<file path="config.mk">
export PLATFORM = sky130hd
export DESIGN_NAME = arb81_32bit
export DESIGN_NICKNAME = d
export VERILOG_FILES = /design/src/rtl/arb81_32bit.sv
export SDC_FILE = /design/constraint.sdc
export NUM_CORES = 1
export LEC_CHECK = 0
export ABC_AREA = 1
export BUFFER_PORTS_ARGS = -buffer_cell sky130_fd_sc_hd__buf_2
export CAP_MARGIN = 0
export CORE_MARGIN = 4
export CORE_UTILIZATION = 42
export CTS_BUF_LIST = sky130_fd_sc_hd__clkbuf_8
export DETAILED_ROUTE_END_ITERATION = 10
export GPL_TIMING_DRIVEN = 0
export PLACE_DENSITY = 0.79
export SYNTH_ARGS = -nofsm -noshare
export SYNTH_HDL_FRONTEND = slang
export SYNTH_SLANG_ARGS = --single-unit
</file>
<file path="constraint.sdc">
create_clock -name clk -period 3.3 [get_ports clk]
set_input_delay 0.165 -clock clk [delete_from_list [all_inputs] [get_ports clk]]
set_output_delay 0.165 -clock clk [all_outputs]
set_load 0.05 [all_outputs]
</file>
<file path="src/rtl/arb81_32bit.sv">
// arb81_32bit: 8:1 arbitrated 32-bit data mux with a valid/ready output.
// Ports: clk, rst_n, req[7:0], ain..hin[31:0] in; out, out_valid, grant, control, xfer_count out; out_ready in.
module arb81_32bit #(
   parameter int PRIORITY_MODE = 0
) (
   input  logic        clk,
   input  logic        rst_n,
   input  logic [7:0]  req,
   input  logic [31:0] ain,
   input  logic [31:0] bin,
   input  logic [31:0] cin,
   input  logic [31:0] din,
   input  logic [31:0] ein,
   input  logic [31:0] fin,
   input  logic [31:0] gin,
   input  logic [31:0] hin,
   output logic [31:0] out,
   output logic        out_valid,
   input  logic        out_ready,
   output logic [7:0]  grant,
   output logic [2:0]  control,
   output logic [15:0] xfer_count
);

   typedef enum logic {IDLE, BUSY} state_t;

   state_t      state;
   logic [2:0]  ptr;
   logic [2:0]  sel;
   logic [2:0]  idx;
   logic        found;
   logic        load;
   logic [31:0] mux;

   // Index 8 wraps to ptr itself, so the last requester served is
   // scanned last.
   always_comb begin
      sel   = '0;
      idx   = '0;
      found = 1'b0;
      if (PRIORITY_MODE != 0) begin
         for (int i = 7; i >= 0; i--) begin
            if (req[i]) sel = 3'(i);
         end
      end else begin
         for (int i = 1; i <= 8; i++) begin
            idx = ptr + 3'(i);
            if (!found && req[idx]) begin
               sel   = idx;
               found = 1'b1;
            end
         end
      end
   end

   always_comb begin
      mux = ain;
      unique case (sel)
         3'd0: mux = ain;
         3'd1: mux = bin;
         3'd2: mux = cin;
         3'd3: mux = din;
         3'd4: mux = ein;
         3'd5: mux = fin;
         3'd6: mux = gin;
         3'd7: mux = hin;
         default: mux = ain;
      endcase
   end

   // Gated by rst_n so grant is forced low while reset is held.
   assign load  = rst_n && (|req) && (state == IDLE || out_ready);
   assign grant = load ? (8'b1 << sel) : 8'h00;

   always_ff @(posedge clk or negedge rst_n) begin
      if (!rst_n) begin
         state      <= IDLE;
         out        <= '0;
         out_valid  <= 1'b0;
         control    <= '0;
         xfer_count <= '0;
         ptr        <= 3'd7;
      end else begin
         if (out_valid && out_ready)
            xfer_count <= xfer_count + 16'd1;
         if (load) begin
            state     <= BUSY;
            out       <= mux;
            out_valid <= 1'b1;
            control   <= sel;
            ptr       <= sel;
         end else if (state == BUSY && out_ready) begin
            state     <= IDLE;
            out_valid <= 1'b0;
         end
      end
   end

endmodule

</file>
## Word-level counts from Yosys, hierarchy flattened

Index checks and enable logic that the tools add are counted.

| word-level totals | value |
|---|---|
| flip-flop bits (word level) | 55 |
| bits of input ports | 267 |
| output and inout bits | 60 |

| cells by class | value |
|---|---|
| $add $sub $neg | 8 |
| magnitude comparators | 8 |
| equality and inequality tests | 7 |
| shift-type cells | 1 |
| mux-type cells | 35 |
| bitwise operators | 1 |
| reduce and logical (&&, ||, !) cells | 21 |

Operators with widths:

| operator | count |
|---|---|
| one-hot mux 32 bit (8 select lines) | 1 |
| < comparator 3 x 4 -> 1 bit, second input constant | 8 |
| binary-select mux 1 bit (select 3 bit) | 8 |
| two-way mux 3 bit | 8 |
| two-way mux 1 bit | 17 |
| adder 16 x 1 -> 16 bit, second input constant | 1 |
| adder 3 bit, second input constant | 4 |
| == test 3 bit, second input constant | 4 |
| logical AND 1 bit | 10 |
| two-way mux 8 bit | 1 |
| OR reduction 8 bit | 1 |
| << shifter 1 x 3 -> 8 bit, first input constant | 1 |
| logical NOT 1 bit | 7 |
| adder 3 x 2 -> 3 bit, second input constant | 2 |
| == test 3 x 2 -> 1 bit, second input constant | 2 |
| adder 3 x 1 -> 3 bit, second input constant | 1 |
| == test 3 x 1 -> 1 bit, second input constant | 1 |
| logical NOT 3 bit | 1 |
| nonzero test 2 bit | 1 |
| logical OR 1 bit | 1 |
| NOT 1 bit | 1 |

## Longest topological paths before layout

Gate-level depths: netlist of the first run.

| depth | value |
|---|---|
| depth in word-level cells | 27 |
| mapped depth | 25 |
| gate-level depth less buffers | 21 |

## Worst setup path after synthesis of the first run

Ideal clock, no wire load.

| timing path | value |
|---|---|
| path kind | reg2out |
| start | reg ptr[1] |
| end | out grant[3] |
| arrival time | 4.138 ns |
| setup slack | -1.003 ns |
| cell stages (with the launch flop) | 18 |
| cell sequence | dfstp_2 > buf_2 > inv_2 > ha_1 > buf_2 > inv_2 > nand3_1 > nand3_1 > nand2_2 > nor2_8 > nand4_4 > nor2_4 > nand3_1 > nand3_1 > nor2_2 > buf_2 > buf_4 > nor4_1 |

| on the way | value |
|---|---|
| longest elaborated chain between the ends | 27 |
| elaborated cells on any way between the ends | 54 |
| classes of those cells | 7 x add/sub; 1 x shift; 32 x mux; 14 x reduce/logical |

Ends and longest elaborated chain:

| element | line | RTL |
|---|---|---|
| start: declaration | 28 | `logic [2:0] ptr;` |
| start signal: assignment | 91 | `ptr <= sel;` |
| adder 3 x 1 -> 3 bit | 47 | `idx = ptr + 3'(i);` |
| binary-select mux 1 bit (select 3 bit) | 48 | `if (!found && req[idx]) begin` |
| two-way mux 1 bit (implied by the code) | 48 |  |
| two-way mux 1 bit | 48 |  |
| logical NOT 1 bit | 48 |  |
| logical AND 1 bit | 48 |  |
| two-way mux 1 bit | 48 |  |
| logical NOT 1 bit | 48 |  |
| (+11 left out) | - |  |
| logical NOT 1 bit | 48 |  |
| logical AND 1 bit | 48 |  |
| two-way mux 1 bit | 48 |  |
| logical NOT 1 bit | 48 |  |
| logical AND 1 bit | 48 |  |
| two-way mux 3 bit * | 48 |  |
| << shifter 1 x 3 -> 8 bit * | 73 | `assign grant = load ? (8'b1 << sel) : 8'h00;` |
| two-way mux 8 bit * | 73 |  |
| end: declaration | 20 | `output logic [7:0] grant,` |

Mark *: on every way between the ends. The rest lies on a longest branch, timed or not. The select of a mux whose other input is x is not followed.

## Worst setup path after layout of the first run

Ends and elaborated chain as after synthesis.

==> metrics.md, run 1 <==
| Metric | Value |
|---|---|
| Outcome | `finished, violations left` |
| Failing checks | `negative setup slack` |
| Worst clock skew | `19.1 ps` |
| R2R setup slack | `-120 ps` |
| Count of cell types in the netlist | `32` |
| Core ar. | `13800 µm²` |
| # DRC | `0` |
| Final period util | `107%` |
| YS warnings | `0` |
| Setup violators final | `30` |
| Max clock buf depth | `2` |
| Critical path required time | `3130 ps` |
| Port bufs | `326` |
| Worst Setup Slack, final | `-238 ps` |
| Slowest stage cell, crit path | `dfstp_2` |
| Vias in the first global route | `8833` |
| Clock Latency Late Sink | `360 ps` |
| CP Launch Type | `flop` |
| FF-to-FF End | `out[12]$_DFFE_PN0P_` |
| Sequential-to-total area share from yosys stat | `23.3%` |
| Worst-margin pin slew | `1250 ps` |
| HPWL Detailed | `26800 µm` |
| CP top delay family | `simple AND/OR/NAND/NOR gates` |
| Ports | `327` |
| Critical Path Max Stage Delay | `570 ps` |
| Synthesized Nets | `1268` |
| CP cell instances | `buf_8 > inv_8 > ha_4 > buf_6 > nand3_2 > nand2_2 > nand2_2 > nand2_4 > nand4_4 > nor2_4 > buf_6 > nand3_4 > nand3_4 > nor2_4 > buf_6 > buf_12 > nor4_4 > buf_6` |
| Post-Route Setup TNS | `-2480 ps` |
| Vias | `9485` |
| RR Startpoint | `ptr[1]$_DFFE_PN1P_` |
| Cell row count | `43` |
| Number of max-cap violations | `0` |
| Starting Density | `42.9%` |
| RSZ-0062 raised after global routing | `true` |
| Register bit total from synthesis | `55` |
| Final Max Slew Viols | `0` |
| Relative slew slack | `16.3%` |
| Grt ovf | `0` |
| Crit path max fanout | `7` |
| Clock transition at path regs | `120 ps` |
| Fin nets | `1647` |
| Min-Delay Path Class | `in -> reg` |
| Layout cells sized above 1 | `41.9%` |
| Hold_sp | `out_ready` |
| Arrival time of the worst setup path | `3370 ps` |
| Vias per inst | `6.06` |
| F_max | `0.283 GHz` |
| Leading cell type in the layout, fill and taps excluded | `buf_2` |
| Root Buffer | `clkbuf_8` |
| DRT Pass-1 Iters | `9` |
| Die ar. | `16100 µm²` |
| CTS Buf Count | `5` |
| Crit Path Category | `reg -> out` |
| P&R area growth vs syn | `56.2%` |
| RD Place Congestion | `1.03` |
| CTS tree | `done` |
| Largest net degree at the start of global routing | `57` |
| First-pass GRT wire length | `50900 µm` |
| Min Hold Slack | `21.8 ps` |
| Average size of a mapped cell | `5.94 µm²` |
| Initial antenna violation count | `8` |
| Worst setup EP type | `output pin` |
| Total Wirelength | `35400 µm` |
| Tmin final | `3540 ps` |
| Post-Syn Instances | `998` |
| Worst Reg2Reg Path Length in Cells | `24` |
| Most frequent cells in the layout | `buf_2 (340), nand2_1 (319), nand4_1 (208), nor2_1 (117), dfrtp_1 (52)` |
| Die Span Y | `127 µm` |
| Iter 0 DRT Violations | `1423` |
| Antenna viol nets, final | `0` |
| H-tree depth | `2` |
| Synth Cell Area | `5930 µm²` |
| TritonCTS Sinks | `55` |
| WHS Endpoint | `state$_DFFE_PN0P_` |
| Tot GR Track Use | `41.2%` |
| Endpoints failing hold | `0` |
| WP buf/inv | `7` |
| Most used cell, CP | `buf_6` |
| Hold path depth | `2` |
| Routed len/inst | `22.6 µm` |
| Die Wd | `127 µm` |
## state kept, by name (all words and copies together) (netlist names)
signal / flops
out: 32
xfer_count: 16
state: 1
control: 3
ptr: 3
## synthesized netlist by cell type
cell | n | area share [%]
xnor2_1 | 11 | 1.6
nand2_2 | 4 | 0.42
buf_4 | 12 | 1.5
o21ai_0 | 7 | 0.59
nand3b_1 | 1 | 0.13
buf_6 | 4 | 0.76
o21ba_2 | 1 | 0.17
clkbuf_1 | 22 | 1.4
nor2_8 | 1 | 0.34
buf_2 | 43 | 3.6
nand2_1 | 336 | 21
clkinv_1 | 1 | 0.063
dfstp_2 | 3 | 1.3
nor2_1 | 155 | 9.8
o21ai_1 | 1 | 0.084
nor4_1 | 4 | 0.42
a31oi_1 | 1 | 0.11
nand3_1 | 66 | 5.6
nor2_2 | 2 | 0.21
buf_1 | 8 | 0.51
nor3_1 | 7 | 0.59
xnor2_2 | 1 | 0.27
nand4_1 | 208 | 22
nor2_4 | 3 | 0.57
nand3_2 | 6 | 1.0
xor2_1 | 5 | 0.74
ha_1 | 3 | 0.63
inv_1 | 22 | 1.4
dfrtp_1 | 52 | 22
a31oi_2 | 1 | 0.21
nand4_4 | 1 | 0.36
inv_2 | 6 | 0.38
## routing by layer
metal  vias to the layer above  GRT usage, %  part of all wire (%)
li1                       4199             -                     -
met1                      4274          52.9                    36
met2                       822          64.4                    44
met3                       186          9.94                    13
met4                         4          21.0                   7.1
met5                         -             0                 0.062
## area by class of cell
cell class	instances	area (µm²)
antenna	6	15.0
buffer	86	709
clock buffer	5	68.8
clock inverter	3	27.5
fill	1279	4560
inverter	29	134
multi-input combinational	825	4510
sequential	55	1380
tap	180	225
timing repair buffer	375	2200
## per-stage QoR
stage	util (%)	setup slack [ps]	std cells	cell area, µm²
2_1_floorplan	-	-30.1	998	6090
3_3_place_gp	57.4	-497	1504	7940
3_5_place_dp	57.4	-510	1504	7940
4_1_cts	63.1	-146	1547	8730
5_1_grt	67.0	-348	1564	9260
6_report	67.0	-238	1564	9260
## worst max-delay path by stage
stage	startpoint	end	slack [ps]	depth (start not counted)
floorplan	ptr[0]$_DFFE_PN1P_	grant[3]	-30	17
global placement	ptr[0]$_DFFE_PN1P_	out[31]$_DFFE_PN0P_	-500	22
detailed placement	ptr[0]$_DFFE_PN1P_	out[31]$_DFFE_PN0P_	-510	22
CTS	ptr[1]$_DFFE_PN1P_	grant[3]	-150	18
global route	ptr[1]$_DFFE_PN1P_	grant[3]	-350	18
finish	ptr[1]$_DFFE_PN1P_	grant[3]	-240	18
## cell families (layout without fill, tap and decap cells)
family	Yosys count	in the layout	share of synthesized area [%]
and+or+nand+nor	794	794	62.7
buffers and inverters	118	498	9.64
DFF	55	55	23.3
xor gates and xnor gates	17	17	2.64
AOI/OAI and AO/OA	11	11	1.16
adders and majority gates	3	3	0.633
other	0	6	0
## what timing repair did
item	4_1_cts	5_1_grt
endpoints found under the setup margin	44	40
buffers inserted	35	10
hold buffers	0	2
pin swaps	30	38
hold endpoints to repair	0	52
resized for setup	106	145
gates cloned	1	2
Power of run 1 is not shown: default switching activity piles up to over one toggle a cycle in this logic, so the estimate is an artifact.
==> run 2: changes to the inputs <==
CORE_ASPECT_RATIO = 2   (was default)
CTS_BUF_LIST = sky130_fd_sc_hd__clkbuf_4 sky130_fd_sc_hd__clkbuf_8 sky130_fd_sc_hd__clkbuf_16   (was sky130_fd_sc_hd__clkbuf_8)
GPL_ROUTABILITY_DRIVEN = 1   (was default)
==> run 2 against run 1 <==
  * The run still ends with negative setup slack left
  * Core utilization up 3.7 points
  * Sequential cell count unchanged
  * Non-clock buffer count increased by 8
  * Clock skew shrank 14 ps
  * Critical path depth up 1
  * Final cell count is 1.1% higher
  * Cell area rose by 6.1%
  * Die area up 0.72%
  * Setup slack improved by 48 ps
  * Fmax increased by 1.4%
  * Count of clock-buffer cells in the layout is the same
  * Via count up 1.9%
==> metrics.md, run 2 (synthesis gave the netlist of run 1 again) <==
| Metric | Value |
|---|---|
| Starting Density | `42.7% (was 42.9%)` |
| Worst clock skew | `4.65 ps (was 19.1 ps)` |
| Fill cells | `1297 (was 1279)` |
| Fin nets | `1655 (was 1647)` |
| Clock transition at path regs | `70 ps (was 120 ps)` |
| Largest net degree at the start of global routing | `57 (unchanged)` |
| HPWL Detailed | `28400 µm (was 26800 µm)` |
| F_max | `0.287 GHz (was 0.283 GHz)` |
| Clock Latency Late Sink | `300 ps (was 360 ps)` |
| Max clock buf depth | `2 (unchanged)` |
| TritonCTS Sinks | `55 (unchanged)` |
| Vias in the first global route | `9141 (was 8833)` |
| Iter 0 DRT Violations | `761 (was 1423)` |
| Top Registers | `out: 32 flops, xfer_count: 16 flops (unchanged)` |
| Critical path launch point | `ptr[1]$_DFFE_PN1P_ (unchanged)` |
| Worst Setup Slack, final | `-190 ps (was -238 ps)` |
| Core ar. | `13900 µm² (was 13800 µm²)` |
| H-tree depth | `2 (unchanged)` |
| Die ar. | `16200 µm² (was 16100 µm²)` |
| Grt ovf | `0 (unchanged)` |
| RR Startpoint | `ptr[1]$_DFFE_PN1P_ (unchanged)` |
| CP Launch Type | `flop (unchanged)` |
| CTS Buf Count | `5 (unchanged)` |
| Reg area | `1380 µm² (unchanged)` |
| Critical Path Max Stage Delay | `570 ps (about the same)` |
| Hold_sp | `out_ready (unchanged)` |
| Min Hold Slack | `64.6 ps (was 21.8 ps)` |
| Most used cell, CP | `buf_8 (was buf_6)` |
| Layout cells sized above 1 | `44.7% (was 41.9%)` |
| Root Buffer | `clkbuf_16 (was clkbuf_8)` |
| Routed len/inst | `23.7 µm (was 22.6 µm)` |
| RD Place Congestion | `1.07 (was 1.03)` |
| First-pass GRT wire length | `51500 µm (was 50900 µm)` |
| Cell row count | `61 (was 43)` |
| Worst-margin pin slew | `1030 ps (was 1250 ps)` |
| Die Wd | `92.0 µm (was 127 µm)` |
| Vias per inst | `6.11 (was 6.06)` |
| Critical path required time | `3130 ps (about the same)` |
| Relative slew slack | `30.7% (was 16.3%)` |
| Vias | `9662 (was 9485)` |
| RSZ-0062 raised after global routing | `true (unchanged)` |
| Tot GR Track Use | `42.0% (was 41.2%)` |
| CTS tree | `done (unchanged)` |
| Min-Delay Path Class | `in -> reg (unchanged)` |
| Crit path max fanout | `7 (unchanged)` |
| Leading cell type in the layout, fill and taps excluded | `buf_2 (unchanged)` |
| Most frequent cells in the layout | `buf_2 (331), nand2_1 (303), nand4_1 (208), nor2_1 (108), dfrtp_1 (52) (was buf_2 (340), nand2_1 (319), nand4_1 (208), nor2_1 (117), dfrtp_1 (52))` |
| Final instance area | `9830 µm² (was 9260 µm²)` |
| Tmin final | `3490 ps (was 3540 ps)` |
| Crit Path Category | `reg -> out (unchanged)` |
| Worst setup EP type | `output pin (unchanged)` |
| P&R area growth vs syn | `65.7% (was 56.2%)` |
| Arrival time of the worst setup path | `3320 ps (was 3370 ps)` |
| Final Max Slew Viols | `0 (unchanged)` |
| Final period util | `106% (was 107%)` |
| CP cell instances | `buf_8 > inv_8 > ha_4 > inv_8 > nand3_4 > nand3_4 > nand2_8 > nor2_8 > buf_4 > nand4_1 > nor2_1 > nor2_1 > nand3_2 > nor2_4 > nand2_2 > buf_8 > buf_8 > nor2_4 > buf_8 (was buf_8 > inv_8 > ha_4 > buf_6 > nand3_2 > nand2_2 > nand2_2 > nand2_4 > nand4_4 > nor2_4 > buf_6 > nand3_4 > nand3_4 > nor2_4 > buf_6 > buf_12 > nor4_4 > buf_6)` |
| Endpoints failing hold | `0 (unchanged)` |
| Slowest stage cell, crit path | `dfstp_2 (unchanged)` |
| Initial antenna violation count | `4 (was 8)` |
| Port bufs | `326 (unchanged)` |
| Antenna viol nets, final | `0 (unchanged)` |
| Max FFs per register | `32 (unchanged)` |
| Die Span Y | `176 µm (was 127 µm)` |
| Largest Register | `out (unchanged)` |
| Ports | `327 (unchanged)` |
| Dpl cell area | `7950 µm² (was 7940 µm²)` |
| Setup violators final | `35 (was 30)` |
| Total Wirelength | `37400 µm (was 35400 µm)` |
| # DRC | `0 (unchanged)` |
| Number of max-cap violations | `0 (unchanged)` |
| Outcome | `finished, violations left (unchanged)` |
| DRT Pass-1 Iters | `6 (was 9)` |
| Area of the multi-input gates | `4680 µm² (was 4510 µm²)` |
| Failing checks | `negative setup slack (unchanged)` |
-- run 2: cell types whose count changed in the layout (fill, tap and decap cells not counted), sizes merged --
cell      before  now
inv           28   29
clkbuf        34   40
clkinvlp       1    0
buf          430  433
bufbuf         1    0
-- run 2: final timing paths --
path	slack, ps	cells after the start	endpoint
worst max-delay path	-190	19	grant[0]
worst min-delay path	60	2	state$_DFFE_PN0P_
worst max register to register	-140	23	out[30]$_DFFE_PN0P_
worst min register to register	470	1	xfer_count[15]$_DFFE_PN0P_
max in group asynchronous	2560	3	out[29]$_DFFE_PN0P_
min in group asynchronous	450	2	ptr[0]$_DFFE_PN1P_
-- run 2: layout make-up --
cell class,instances,area share [%]
multi-input cells,825,47.6
repair buffers,383,24.5
flip-flops and latches,55,14.0
plain buffers,86,8.34
well taps,189,2.41
inverters,29,1.36
clock buffers,5,1.27
clock inverters,3,0.293
diodes,6,0.153
-- run 2: critical path, delay by kind of cell, from the launching register on --
kind | cells | cell delay, ps
buffers and inverters | 7 | 830
adders and majority gates | 1 | 350
and+or+nand+nor | 11 | 1260
DFF | 1 | 570
-- run 2: metrics by stage --
stage	utilization, %	TNS (ps)	setup slack (ps)	std cells
after floorplan	-	-30.1	-30.1	998
after global placement	57.3	-19880	-655	1513
after detailed placement	57.3	-20340	-653	1513
after CTS	62.5	-775	-127	1545
after global routing	70.7	-7000	-297	1578
final	70.7	-2700	-190	1581
-- run 2: what timing repair did --
action	in CTS	in global routing
pin swaps	25	71
hold buffers	0	2
resized for setup	116	226
cloned	0	9
setup buffers	25	21
endpoints found under the hold margin	0	52
endpoints found under the setup margin	45	40
-- run 2: per-layer routing --
metal  global-route usage, %  wire length (µm)  up-vias
li1                        -                 -     4210
met1                    42.5             11400     4379
met2                    75.3             18200      784
met3                    6.95              3580      287
met4                    32.0              4220        2
met5                       0                14        -
Power of run 2 is left out for the same reason.
==> run 3: changes to the inputs <==
CORE_AREA = 2 2 126 128   (was default)
CORE_ASPECT_RATIO = default   (was 2)
CORE_MARGIN = default   (was 4)
CORE_UTILIZATION = default   (was 42)
CTS_CLUSTER_DIAMETER = 100   (was default)
DIE_AREA = 0 0 128 130   (was default)
PLACE_DENSITY = 0.74   (was 0.79)
==> run 3 against run 2 <==
  * The run still ends with negative setup slack left
  * Count of clock-buffer cells in the layout did not move
  * Non-clock buffer count rose by 9
  * Wire length fell by 4.2%
  * Core utilization fell by 6.8 points
  * Sequential share of layout area barely moved
  * Die area rose by 2.7%
  * Clock skew rose by 8.7 ps
  * Critical endpoint is now grant[3]
  * Highest routed layer unchanged
==> metrics.md, run 3 (synthesis gave the netlist of run 1 again) <==
| Metric | Value |
|---|---|
| Failing checks | `negative setup slack (unchanged)` |
| F_max | `0.292 GHz (was 0.287 GHz)` |
| Vias in the first global route | `8433 (was 9141)` |
| P&R area growth vs syn | `66.2% (was 65.7%)` |
| Cell row count | `46 (was 61)` |
| Worst-margin pin slew | `1190 ps (was 1030 ps)` |
| Setup violators final | `20 (was 35)` |
| Vias per inst | `5.96 (was 6.11)` |
| HPWL Detailed | `26700 µm (was 28400 µm)` |
| Tot GR Track Use | `40.6% (was 42.0%)` |
| Worst clock skew | `13.4 ps (was 4.65 ps)` |
| Endpoints failing hold | `0 (unchanged)` |
| Starting Density | `38.4% (was 42.7%)` |
| Root Buffer | `clkbuf_16 (unchanged)` |
| Final Max Slew Viols | `0 (unchanged)` |
| Max clock buf depth | `2 (unchanged)` |
| Vias | `9488 (was 9662)` |
| Leading cell type in the layout, fill and taps excluded | `buf_2 (unchanged)` |
| Most frequent cells in the layout | `buf_2 (327), nand2_1 (295), nand4_1 (208), nor2_1 (108), buf_4 (60) (was buf_2 (331), nand2_1 (303), nand4_1 (208), nor2_1 (108), dfrtp_1 (52))` |
| Min-Delay Path Class | `in -> reg (unchanged)` |
| Layout cells sized above 1 | `45.5% (was 44.7%)` |
| Max FFs per register | `32 (unchanged)` |
| Outcome | `finished, violations left (unchanged)` |
| DRT Pass-1 Iters | `6 (unchanged)` |
| Die ar. | `16600 µm² (was 16200 µm²)` |
| Crit Path Category | `reg -> out (unchanged)` |
| Die Wd | `128 µm (was 92.0 µm)` |
| Ports | `327 (unchanged)` |
| Routed len/inst | `22.5 µm (was 23.7 µm)` |
| Arrival time of the worst setup path | `3260 ps (was 3320 ps)` |
| RSZ-0062 raised after global routing | `true (unchanged)` |
| Core ar. | `15400 µm² (was 13900 µm²)` |
| H-tree depth | `2 (unchanged)` |
| Worst Setup Slack, final | `-128 ps (was -190 ps)` |
| CTS Buf Count | `5 (unchanged)` |
| Port bufs | `326 (unchanged)` |
| Clock Latency Late Sink | `320 ps (was 300 ps)` |
| # DRC | `0 (unchanged)` |
| Total Wirelength | `35800 µm (was 37400 µm)` |
| Grt ovf | `0 (unchanged)` |
| Clock transition at path regs | `80 ps (was 70 ps)` |
| Tmin final | `3430 ps (was 3490 ps)` |
| Iter 0 DRT Violations | `1023 (was 761)` |
| Fin nets | `1664 (was 1655)` |
| Largest Register | `out (unchanged)` |
| First-pass GRT wire length | `49800 µm (was 51500 µm)` |
| Worst setup EP type | `output pin (unchanged)` |
| CP Launch Type | `flop (unchanged)` |
| Die Span Y | `130 µm (was 176 µm)` |
| Antenna viol nets, final | `0 (unchanged)` |
| Top Registers | `out: 32 flops, xfer_count: 16 flops (unchanged)` |
| TritonCTS Sinks | `55 (unchanged)` |
| CTS tree | `done (unchanged)` |
| Critical path required time | `3130 ps (about the same)` |
| Largest net degree at the start of global routing | `53 (was 57)` |
| Initial antenna violation count | `3 (was 4)` |
| Fin util | `63.9% (was 70.7%)` |
| Crit path max fanout | `7 (unchanged)` |
| RD Place Congestion | `1.01 (was 1.07)` |
| Final period util | `104% (was 106%)` |
| Number of max-cap violations | `0 (unchanged)` |
| Relative slew slack | `20.4% (was 30.7%)` |
## run 3: final cells by class
class | count | area (µm²)
well taps | 192 | 240
fillers | 1483 | 5570
inverters | 29 | 129
flip-flops and latches | 55 | 1380
plain buffers | 80 | 783
clock buffers | 5 | 125
repair buffers | 398 | 2410
clock inverters | 3 | 23.8
diodes | 4 | 10.0
multi-input cells | 825 | 4750
## run 3: per-layer routing
layer  part of all wire [%]  track usage (%)
met5                  0.031                0
met4                    6.2             20.4
met3                     12             8.90
met2                     46             66.8
met1                     36             50.4
## run 3: stage by stage
step / setup WS [ps] / cell area [µm²] / std cells / setup TNS (ps) / hold WS [ps]
floorplan: -30.1 / 6090 / 998 / -30.1 / -131
global placement: -567 / 7960 / 1516 / -17450 / 391
detailed placement: -578 / 7960 / 1516 / -17590 / 392
CTS: -154 / 9000 / 1565 / -881 / 58.2
global route: -268 / 9850 / 1589 / -5480 / 70.6
finish: -128 / 9860 / 1591 / -1200 / 61.2
## run 3: what timing repair did
item | in CTS | in global routing
gates resized for setup | 148 | 183
cloned | 0 | 6
hold buffers | 2 | 0
setup endpoints to repair | 44 | 40
setup buffers | 42 | 22
endpoints found under the hold margin | 52 | 0
pin swaps | 34 | 69
## run 3: worst max-delay path: stages (launching register included)
cell,delay (ps)
dfstp_2,550
buf_8,110
inv_8,30
ha_4,290
inv_8,100
nand3_2,120
nand2_2,120
nand2_2,70
nand2_4,140
nand4_4,130
nor2_4,180
buf_12,140
nand3_4,90
nand3_4,80
nor2_4,50
buf_6,120
buf_12,140
nor4_4,270
buf_6,200
## run 3: worst paths after layout
check                               startpoint             endpoint  slack, ps  cells past startpoint
setup / recovery            ptr[1]$_DFFE_PN1P_             grant[3]       -130                     18
hold / removal                       out_ready    state$_DFFE_PN0P_         60                      2
setup reg to reg            ptr[1]$_DFFE_PN1P_   out[3]$_DFFE_PN0P_       -100                     23
hold reg to reg            out[29]$_DFFE_PN0P_  out[29]$_DFFE_PN0P_        480                      2
max in group asynchronous                rst_n  out[31]$_DFFE_PN0P_       2580                      3
min in group asynchronous                rst_n   ptr[0]$_DFFE_PN1P_        430                      2
Power of run 3 is left out for the same reason.
